File: config.mk
export PLATFORM = sky130hd
export DESIGN_NAME = pc_sequencer
export DESIGN_NICKNAME = d
export VERILOG_FILES = /design/src/rtl/pc_seq_pkg.sv /design/src/rtl/pc_sequencer_pc_reg.sv /design/src/rtl/pc_sequencer.sv
export SDC_FILE = /design/constraint.sdc
export NUM_CORES = 1
export LEC_CHECK = 0
export CAP_MARGIN = 20
export CORE_AREA = 2 2 105 107
export CTS_CLUSTER_SIZE = 40
export DETAILED_ROUTE_END_ITERATION = 6
export DIE_AREA = 0 0 107 109
export PLACE_DENSITY = 0.82
export SLEW_MARGIN = 20
export SYNTH_ARGS = -nofsm -noshare
export SYNTH_HDL_FRONTEND = slang
export SYNTH_SLANG_ARGS = --single-unit
File: constraint.sdc
create_clock -name clk_i -period 3 [get_ports clk_i]
set_input_delay 0.6 -clock clk_i [delete_from_list [all_inputs] [get_ports clk_i]]
set_output_delay 0.6 -clock clk_i [all_outputs]
set_load 0.05 [all_outputs]
File: src/rtl/pc_seq_pkg.sv
// Shared types and constants for the PC sequencer.
`timescale 1ns/1ps
package pc_seq_pkg;
    localparam int PC_W = 32;
    localparam logic [PC_W-1:0] PC_STEP = 32'd4;

    typedef enum logic [1:0] {
        S_BOOT,
        S_REQ,
        S_ISSUE
    } state_t;
endpackage

File: src/rtl/pc_sequencer_pc_reg.sv
// PC register: synchronous reset to a parameterised vector, load enable.
`timescale 1ns/1ps
module pc_reg
    import pc_seq_pkg::*;
#(
    parameter logic [PC_W-1:0] RESET_VALUE = '0
) (
    input  logic            clk,
    input  logic            reset,
    input  logic            load,
    input  logic [PC_W-1:0] d,
    output logic [PC_W-1:0] q
);
    always_ff @(posedge clk) begin
        if (reset) begin
            q <= RESET_VALUE;
        end else if (load) begin
            q <= d;
        end
    end
endmodule

File: src/rtl/pc_sequencer.sv
// PC sequencer: fetch FSM, next-PC priority mux and pending trap redirect.
// Optional target alignment check: define PC_SEQ_ALIGN_CHECK_EN.
`timescale 1ns/1ps
module pc_sequencer
    import pc_seq_pkg::*;
#(
    parameter logic [PC_W-1:0] RESET_VECTOR = 32'h0000_0000,
    parameter logic [PC_W-1:0] TRAP_VECTOR  = 32'h0000_0100
) (
    input  logic            clk_i,
    input  logic            reset_i,
    input  logic            stall_i,
    input  logic            branch_taken_i,
    input  logic [PC_W-1:0] branch_target_i,
    input  logic            jump_i,
    input  logic [PC_W-1:0] jump_target_i,
    input  logic            trap_i,
    output logic            imem_req_o,
    output logic [PC_W-1:0] imem_addr_o,
    input  logic            imem_ack_i,
    output logic            instr_valid_o,
    output logic [PC_W-1:0] pc_o,
    output logic [PC_W-1:0] pc_plus4_o
`ifdef PC_SEQ_ALIGN_CHECK_EN
   ,output logic            misalign_o
`endif
);
    state_t          state;
    logic            pend_q;
    logic [PC_W-1:0] pend_tgt_q;
    logic [PC_W-1:0] pc;
    logic [PC_W-1:0] pc_d;
    logic            pc_load;
    logic            tgt_sel;
    logic [PC_W-1:0] tgt_raw;
    logic [PC_W-1:0] tgt;
    logic [PC_W-1:0] next_pc;
    logic            advance;
`ifdef PC_SEQ_ALIGN_CHECK_EN
    logic            tgt_bad;
`endif

    pc_reg #(
        .RESET_VALUE(RESET_VECTOR)
    ) u_pc_reg (
        .clk  (clk_i),
        .reset(reset_i),
        .load (pc_load),
        .d    (pc_d),
        .q    (pc)
    );

    assign pc_o        = pc;
    assign imem_addr_o = pc;
    assign pc_plus4_o  = pc + PC_STEP;

    // Jump outranks branch when both resolve in the same cycle.
    always_comb begin
        tgt_sel = jump_i | branch_taken_i;
        tgt_raw = jump_i ? jump_target_i : branch_target_i;
`ifdef PC_SEQ_ALIGN_CHECK_EN
        tgt_bad = tgt_sel && (tgt_raw[1:0] != 2'b00);
        tgt     = tgt_bad ? TRAP_VECTOR : tgt_raw;
`else
        tgt     = tgt_raw & ~32'h0000_0003;
`endif
        if (trap_i) begin
            next_pc = TRAP_VECTOR;
        end else if (tgt_sel) begin
            next_pc = tgt;
        end else begin
            next_pc = pc_plus4_o;
        end
    end

    assign advance = !stall_i || trap_i;

    always_comb begin
        pc_load = 1'b0;
        pc_d    = next_pc;
        unique case (state)
            S_REQ: begin
                if (imem_ack_i && (pend_q || trap_i)) begin
                    pc_load = 1'b1;
                    pc_d    = trap_i ? TRAP_VECTOR : pend_tgt_q;
                end
            end
            S_ISSUE: begin
                pc_load = advance;
            end
            default: begin
                pc_load = 1'b0;
            end
        endcase
    end

    always_ff @(posedge clk_i) begin
        if (reset_i) begin
            state         <= S_BOOT;
            imem_req_o    <= 1'b0;
            instr_valid_o <= 1'b0;
            pend_q        <= 1'b0;
            pend_tgt_q    <= RESET_VECTOR;
`ifdef PC_SEQ_ALIGN_CHECK_EN
            misalign_o    <= 1'b0;
`endif
        end else begin
`ifdef PC_SEQ_ALIGN_CHECK_EN
            misalign_o <= 1'b0;
`endif
            unique case (state)
                S_BOOT: begin
                    state      <= S_REQ;
                    imem_req_o <= 1'b1;
                end
                S_REQ: begin
                    if (trap_i) begin
                        pend_q     <= 1'b1;
                        pend_tgt_q <= TRAP_VECTOR;
                    end
                    // A redirected fetch is dropped and re-requested.
                    if (imem_ack_i) begin
                        if (pend_q || trap_i) begin
                            pend_q <= 1'b0;
                        end else begin
                            state         <= S_ISSUE;
                            imem_req_o    <= 1'b0;
                            instr_valid_o <= 1'b1;
                        end
                    end
                end
                S_ISSUE: begin
                    if (advance) begin
                        state         <= S_REQ;
                        imem_req_o    <= 1'b1;
                        instr_valid_o <= 1'b0;
`ifdef PC_SEQ_ALIGN_CHECK_EN
                        misalign_o    <= !trap_i && tgt_bad;
`endif
                    end
                end
                default: begin
                    state         <= S_BOOT;
                    imem_req_o    <= 1'b0;
                    instr_valid_o <= 1'b0;
                end
            endcase
        end
    end
endmodule
* Word level (Yosys, flattened, before mapping) *
Cells that the tools add are included.

cells by class
  equality and inequality tests = 5
  mux-type cells = 23
  add/subtract/negate cells = 1
  bitwise logic cells = 2
  reductions and logical operators = 7

operators with widths
  kind                   number
  $mux 32                6
  $add 32x3->32 const B  1
  $mux 1                 10
  $mux 2                 3
  $ne 2x2->1 const B     3
  $pmux 1 s3             2
  $pmux 2 s3             1
  $reduce_and 4->1       1
  $reduce_and 3->1       1
  $eq 2x1->1 const B     1
  $eq 2x2->1 const B     1
  $logic_not 2->1        1
  $logic_or 1x1->1       2
  $pmux 1 s2             1
  $logic_and 1x1->1      1
  $logic_not 1->1        1
  $not 1->1              1
  $or 1x1->1             1

word-level totals
  bits of input ports = 71
  logic and storage cells = 44
  register bits after elaboration = 69

* Logic depth before layout (Yosys ltp) *
Gate-level depths: netlist of the first run.

  depth after elaboration = 5
  mapped depth = 11

* By module *
From an unflattened synthesis of the first run, not the netlist that was laid out.

unflattened totals
  cell total of the unflattened synthesis = 503
  area total of the unflattened synthesis = 4200.3 µm²

by module, submodules not included
  module        cells each  area an instance (µm²)  times used
  pc_sequencer  400         3036.7                  1
  pc_reg        103         1163.6                  1

* Worst setup path after synthesis of the first run *
Ideal clock, no wire load.

  path kind = register -> output
  start = reg u_pc_reg.q[2]
  end = out pc_plus4_o[28]
  path slack = -327 ps
  buffers on the path = 1
  arrival = 2727 ps
  cell stages (with the launch flop) = 7
  path through = dfxtp_1 -> ha_1 -> inv_1 -> or4_4 -> buf_6 -> nor4_1 -> xor2_1

between the ends
  longest elaborated chain between the ends = 1

ends and longest elaborated chain
  what                    line                       text
  from (decl)             pc_sequencer_pc_reg.sv:12  output logic [PC_W-1:0] q
  from (signal assigned)  pc_sequencer_pc_reg.sv:16  q <= RESET_VALUE;
  from (signal assigned)  pc_sequencer_pc_reg.sv:18  q <= d;
  $add 32x3->32           pc_sequencer.sv:55         assign pc_plus4_o = pc + PC_STEP;
  to (decl)               pc_sequencer.sv:23         output logic [PC_W-1:0] pc_plus4_o

No other way between the ends.

* Worst setup path in the final report of the first run *
  start = reg u_pc_reg.q[4]
  end = out pc_plus4_o[27]

The elaborated chain is that of the path after synthesis.

==> flow_metrics.py, run 1 <==
metrics = {
    "status": {
        "status": "finished clean",
    },
    "sta": {
        "report.final.slew_viol_count": 0,
        "finalSetupViolations": 0,
        "fmax_ghz": 0.341,
        "slew_headroom_pct": 51.6,
        "period_share_pct": 97.7,
        "worstMarginPinSlew_ps": 724,
        "setup_ws_ps": 67.8,
        "post-route-min-period_ps": 2930,
        "clock_skew_ps": 8.55,
        "hold_viol": 0,
    },
    "die": {
        "coreArea_um2": 10600,
        "dieArea_um2": 11700,
        "row_count": 38,
        "io_pins": 169,
        "initial_utilization_pct": 39.0,
        "die-width_um": 107,
        "die_y_um": 109,
    },
    "critical_path": {
        "reg2reg_to": "u_pc_reg.q[28]",
        "startpoint": "u_pc_reg.q[4]",
        "reg2regPathDepth": 10,
        "endpoint": "pc_plus4_o[27]",
        "required_ps": 2400,
        "reg2reg_slack_ps": 510,
        "rr_startpoint": "state[1]",
        "critical_path_class": "flop to output port",
        "arrival_ps": 2330,
        "crit_path_max_fanout": 5,
        "start_kind": "flop",
        "end_kind": "output port",
    },
    "placed_design": {
        "io_buffer_count": 164,
        "place_ws_ps": 219,
        "gp_congestion": 0.917,
        "dp_hpwl_um": 10800,
        "placed_cells_incl_taps": 783,
    },
    "cells_and_area": {
        "nFillCells": 842,
        "diodes": 0,
        "nets": 737,
        "final_cells": 806,
        "area_delta_synth_final_pct": 56.9,
        "multiInputGateArea_um2": 2500,
        "final_core_util_pct": 61.2,
        "regArea_um2": 1380,
        "drive_gt1_share_pct": 19.8,
    },
    "power_and_ir_drop": {
        "power-per-cell-area_nw_per_um2": 493,
        "power.leakage_nw": 2.46,
        "ir_drop_mv": 0.320,
    },
    "logic_synthesis": {
        "synth_area_um2": 4130,
        "synth-adder-area-share_pct": 1.51,
        "synth_top_family_by_area": "simple AND/OR/NAND/NOR gates",
        "yosysTopAreaCellShare_pct": 32.9,
        "synth_mux_area_share_pct": 1.94,
        "synthXorXnorAreaFrac_pct": 5.93,
        "syn_inst": 517,
        "ys.flop_type": "dfxtp_1",
        "yosys-top-cells-count": "dfxtp_1, nor2_1, nand2_1",
        "synth_simple_gate_area_share_pct": 25.9,
        "yosysTopAreaCell": "dfxtp_1",
        "synth_area_leaders": "dfxtp_1, buf_4, and2_1",
        "yosysWarnings": 0,
        "yosysMostFrequentCell": "dfxtp_1",
        "async_reset_ff_share_pct": 0,
        "synth_compound_gate_area_share_pct": 20.7,
        "synth-edff-count": 0,
        "postSynthAreaPerCell_um2": 7.99,
        "ys_seq_area_share_pct": 32.9,
        "synth_seq_cells": 68,
        "syn-num-nets": 593,
        "ys_types": 60,
    },
    "global_routing": {
        "grt_pass1_vias": 4321,
        "grt_max_degree": 36,
        "top_usage_layer": "met2",
        "grt_util_all_layers_pct": 24.4,
        "grt-ovfl-total": 0,
        "use_met2_pct": 42.1,
        "antenna_found_initial": 0,
        "grt_first_pass_wirelength_um": 22200,
        "use_met1_pct": 29.6,
        "gr-usage-met3_pct": 4.06,
    },
    "cts": {
        "cts_tree": "yes",
        "cts_sinks": 68,
        "clkLatencyLatePin_ps": 350,
        "cts.reportedPaths.clkPinSlew_ps": 80,
        "htreeDepth": 3,
        "clk_path_buf_depth": 2,
        "cts_hold_buf": 0,
        "tritoncts.num_buffers": 9,
        "cts_root_buf": "clkbuf_8",
    },
    "drt": {
        "wl_per_cell_um": 18.1,
        "routed_wl_um": 14600,
        "ant_nets": 0,
        "via_per_inst": 5.67,
        "routed-via-count": 4572,
        "first_iter_violations": 480,
        "drc": 0,
        "drt_pass1_iterations": 5,
    },
    "min_path": {
        "hold_depth": 1,
        "holdCritPathClass": "flop to flop",
    },
    "run": {
        "drv_cap": 0,
    },
}
## cells in the final DEF, fill, tap and decap left out, types with 3 or more instances in the layout
cell type and count:
and3_1 8, o21ai_0 22, dfxtp_2 8, ha_1 4, xor2_2 5, or2_2 4, dfxtp_4 3, nor4_4 3
nand3_1 14, clkdlybuf4s50_1 140, nand4_1 9, xor2_1 3, buf_12 20, a211oi_1 8, a221oi_1 5, nand2b_1 5
a32oi_1 3, xnor2_1 10, a21oi_1 28, a22oi_1 13, bufinv_16 3, nor3_1 13, nand2_1 41, dfxtp_1 57
a222oi_1 4, and2_1 32, clkbuf_8 9, o21ai_1 3, nor4_1 4, o22ai_1 8, xnor2_2 9, a31oi_1 9
o21a_1 3, nor2_1 42, mux2i_1 8, a22o_1 3, inv_1 11, o211ai_1 5, buf_4 45
## sequential cells by signal (all words and copies together) (netlist names)
signal / cells
imem_req_o: 1
instr_valid_o: 1
pend_q: 1
pend_tgt_q: 32
state: 1
u_pc_reg.q: 32
## layout make-up
cell class              count  area share [%]
inverters                  11           0.637
flip-flops and latches     68            21.3
well taps                 140            2.70
clock inverters             7            1.91
multi-input cells         366            38.5
repair buffers            205            33.0
clock buffers               9            1.91
## report_power, final
group / internal [mW] / switching [mW] / total (mW)
Clock: 0.558 / 0.389 / 0.947
Combinational: 0.473 / 0.752 / 1.22
Sequential: 0.954 / 0.0721 / 1.03
Total: 1.99 / 1.21 / 3.20
## timing repair
| item | 4_1_cts | 5_1_grt |
|---|---|---|
| setup buffers | 1 | 6 |
| gates resized for setup | 8 | 12 |
| setup endpoints to repair | 8 | 10 |
| pin swaps | 2 | 8 |
## critical path, cell delays in order (launching register included)
cell and delay, ps:
dfxtp_1 430, and3_1 230, nand3_2 160, buf_4 190
nor3_4 270, nand4_1 260, xnor2_2 280, buf_12 160
## how the worst min path moves through the flow
stage / from / to / slack, ps
2_1_floorplan: pend_tgt_q[13] / pend_tgt_q[13] / 420
3_5_place_dp: pend_tgt_q[6] / pend_tgt_q[6] / 440
3_3_place_gp: pend_tgt_q[5] / pend_tgt_q[5] / 430
4_1_cts: pend_tgt_q[7] / pend_tgt_q[7] / 470
5_1_grt: pend_tgt_q[23] / pend_tgt_q[23] / 480
6_report: pend_tgt_q[21] / pend_tgt_q[21] / 470
## kinds of logic after synthesis
group / count (synthesis)
DFF: 68
xor gates and xnor gates: 28
adders and majority gates: 5
buffers and inverters: 83
and+or+nand+nor: 196
AOI/OAI and AO/OA: 129
muxes: 8
## per-layer routing
metal  wire length, um  vias to the layer above
li1                  -                     2095
met1              5580                     2157
met2              7320                      276
met3              1220                       44
met4               442                        0
met5                 0                        -
## through the flow
| stage | area, um^2 | TNS, ps | power (mW) | hold WS (ps) |
|---|---|---|---|---|
| 3_5_place_dp | 6100 | 0 | 2.25 | 443 |
| 3_3_place_gp | 6100 | 0 | 2.22 | 433 |
| 2_1_floorplan | 4250 | -188 | 1.79 | 421 |
| 5_1_grt | 6480 | -52.0 | 3.32 | 483 |
| 4_1_cts | 6390 | 0 | 3.19 | 465 |
| 6_report | 6480 | 0 | 3.20 | 466 |
(Power assumes the default switching activity.)
==> run 2: changes to the inputs <==
--- a/config.mk
+++ b/config.mk
@@ -10,7 +10,9 @@
 export CTS_CLUSTER_SIZE = 40
 export DETAILED_ROUTE_END_ITERATION = 6
 export DIE_AREA = 0 0 107 109
+export GPL_ROUTABILITY_DRIVEN = 0
 export PLACE_DENSITY = 0.82
+export SETUP_SLACK_MARGIN = 0.02
 export SLEW_MARGIN = 20
 export SYNTH_ARGS = -nofsm -noshare
 export SYNTH_HDL_FRONTEND = slang
==> run 2 against run 1 <==
  * Via count is 1.1% lower
  * Critical endpoint unchanged
  * Largest power group unchanged
  * Critical path type unchanged
  * Sequential share of layout area is 0.19 points higher
  * Die area is the same
==> flow_metrics.py, run 2 (synthesis gave the netlist of run 1 again) <==
metrics = {
    "cells_and_area": {
        "nFillCells": 826,
        "nets": 735,
        "area_delta_synth_final_pct": 56.1,
        "diodes": 0,
        "layout_commonest_cell": "clkdlybuf4s50_1",
        "multiInputGateArea_um2": 2490,
        "final_cell_mix": "clkdlybuf4s50_1, dfxtp_1, nor2_1, nand2_1, buf_4",
        "final_core_util_pct": 60.8,
        "final_cells": 804,
        "reg_top3": "pend_tgt_q x32, u_pc_reg.q x32",
        "drive_gt1_share_pct": 19.6,
        "regArea_um2": 1390,
    },
    "drt": {
        "drt_pass1_iterations": 5,
        "drc": 0,
        "via_per_inst": 5.62,
        "first_iter_violations": 448,
        "routed-via-count": 4520,
        "routed_wl_um": 14600,
        "ant_nets": 0,
        "wl_per_cell_um": 18.2,
    },
    "die": {
        "dieArea_um2": 11700,
        "row_count": 38,
        "coreArea_um2": 10600,
        "io_pins": 169,
        "initial_utilization_pct": 39.0,
        "die-width_um": 107,
        "die_y_um": 109,
    },
    "global_routing": {
        "grt_pass1_vias": 4337,
        "grt_first_pass_wirelength_um": 22000,
        "grt_util_all_layers_pct": 24.1,
        "grt-ovfl-total": 0,
        "grt_max_degree": 36,
        "antenna_found_initial": 0,
    },
    "power_and_ir_drop": {
        "power.share.sequential_pct": 33.9,
        "pwr-share-clk_pct": 25.7,
        "sw_frac_of_total_pct": 39.3,
        "ir_drop_mv": 0.245,
        "power-per-cell-area_nw_per_um2": 470,
        "intPower_mw": 1.84,
        "power.leakage_nw": 2.42,
        "combinationalPowerShare_pct": 40.5,
        "switching_power_mw": 1.19,
    },
    "sta": {
        "report.final.slew_viol_count": 0,
        "finalSetupViolations": 0,
        "clock_skew_ps": 7.88,
        "setup_ws_ps": 77.4,
        "hold_viol": 0,
        "post-route-min-period_ps": 2920,
        "period_share_pct": 97.4,
        "worstMarginPinSlew_ps": 734,
        "tns_ps": 0,
        "fmax_ghz": 0.342,
        "slew_headroom_pct": 50.9,
        "hold_slack_ps": 461,
    },
    "status": {
        "status": "finished clean",
    },
    "cts": {
        "clk_path_buf_depth": 2,
        "htreeDepth": 3,
        "cts.reportedPaths.clkPinSlew_ps": 80,
        "cts_root_buf": "clkbuf_8",
        "tritoncts.num_buffers": 9,
        "clkLatencyLatePin_ps": 350,
        "cts_tree": "yes",
        "cts_sinks": 68,
        "cts_hold_buf": 0,
    },
    "critical_path": {
        "cpPeakStageDelay_ps": 440,
        "critical_path_class": "flop to output port",
        "required_ps": 2400,
        "slowest_stage": "dfxtp_2",
        "start_kind": "flop",
        "end_kind": "output port",
        "arrival_ps": 2320,
        "crit_path_max_fanout": 8,
        "path_cells": "nand4_4, or2_4, nor3_4, nand4_1, xnor2_2, buf_12",
    },
    "placed_design": {
        "dp_hpwl_um": 10500,
        "placed_cells_incl_taps": 779,
        "io_buffer_count": 164,
        "place_ws_ps": 296,
    },
    "min_path": {
        "holdCritPathClass": "flop to flop",
    },
    "run": {
        "drv_cap": 0,
    },
}
## run 2: cell types whose count changed in the layout (fill, tap and decap cells not counted), sizes merged
cell	before	now
inv	12	11
clkbuf	9	11
buf	65	63
clkinv	2	1
clkinvlp	1	3
bufinv	3	1
## run 2: cell type report
cell class                 instances  share of cell area, %
multi-input combinational        366                   38.7
timing repair buffer             203                   33.3
sequential                        68                   21.5
tap                              140                   2.72
clock buffer                      11                   2.19
clock inverter                     5                  0.950
inverter                          11                  0.640
## run 2: power by group through the flow
stage	combinational (mW)	clock [mW]	sequential, mW
after global placement	1.18	0	1.04
after CTS	1.21	0.777	1.03
after floorplan	0.619	0	1.17
after detailed placement	1.20	0	1.04
after global routing	1.29	0.824	1.03
final	1.23	0.777	1.03
## run 2: routing by layer
| metal | routed length, um | part of all wire [%] | up-vias | track usage (%) |
|---|---|---|---|---|
| met5 | 0 | 0 | - | 0 |
| met4 | 382 | 2.6 | 0 | 11.6 |
| met3 | 1080 | 7.4 | 37 | 3.77 |
| met2 | 7430 | 51 | 249 | 41.5 |
| met1 | 5740 | 39 | 2138 | 29.6 |
| li1 | - | - | 2096 | - |
## run 2: critical path, delay by kind of cell (launching register included)
kind                      cells  cell delay [ps]
xor gates and xnor gates      1              290
DFF                           1              440
and+or+nand+nor               4             1080
buffers and inverters         1              170
## run 2: path summary, 6_finish.rpt
path	from	cells past startpoint	slack, ps	endpoint
max	u_pc_reg.q[14]	6	80	pc_plus4_o[27]
max reg2reg	state[1]	9	640	u_pc_reg.q[26]
min reg2reg	pend_tgt_q[7]	1	460	pend_tgt_q[7]
min	pend_tgt_q[7]	1	460	pend_tgt_q[7]
## run 2: what timing repair did
action / in CTS / in global routing
gates resized for setup: 6 / 14
setup buffers: 1 / 8
pin swaps: 2 / 8
setup endpoints to repair: 7 / 12
## run 2: per-stage QoR
stage	cell area [um^2]	total power, mW
floorplan	4250	1.79
global placement	6100	2.22
detailed placement	6100	2.25
CTS	6340	3.01
global route	6450	3.14
finish	6450	3.03
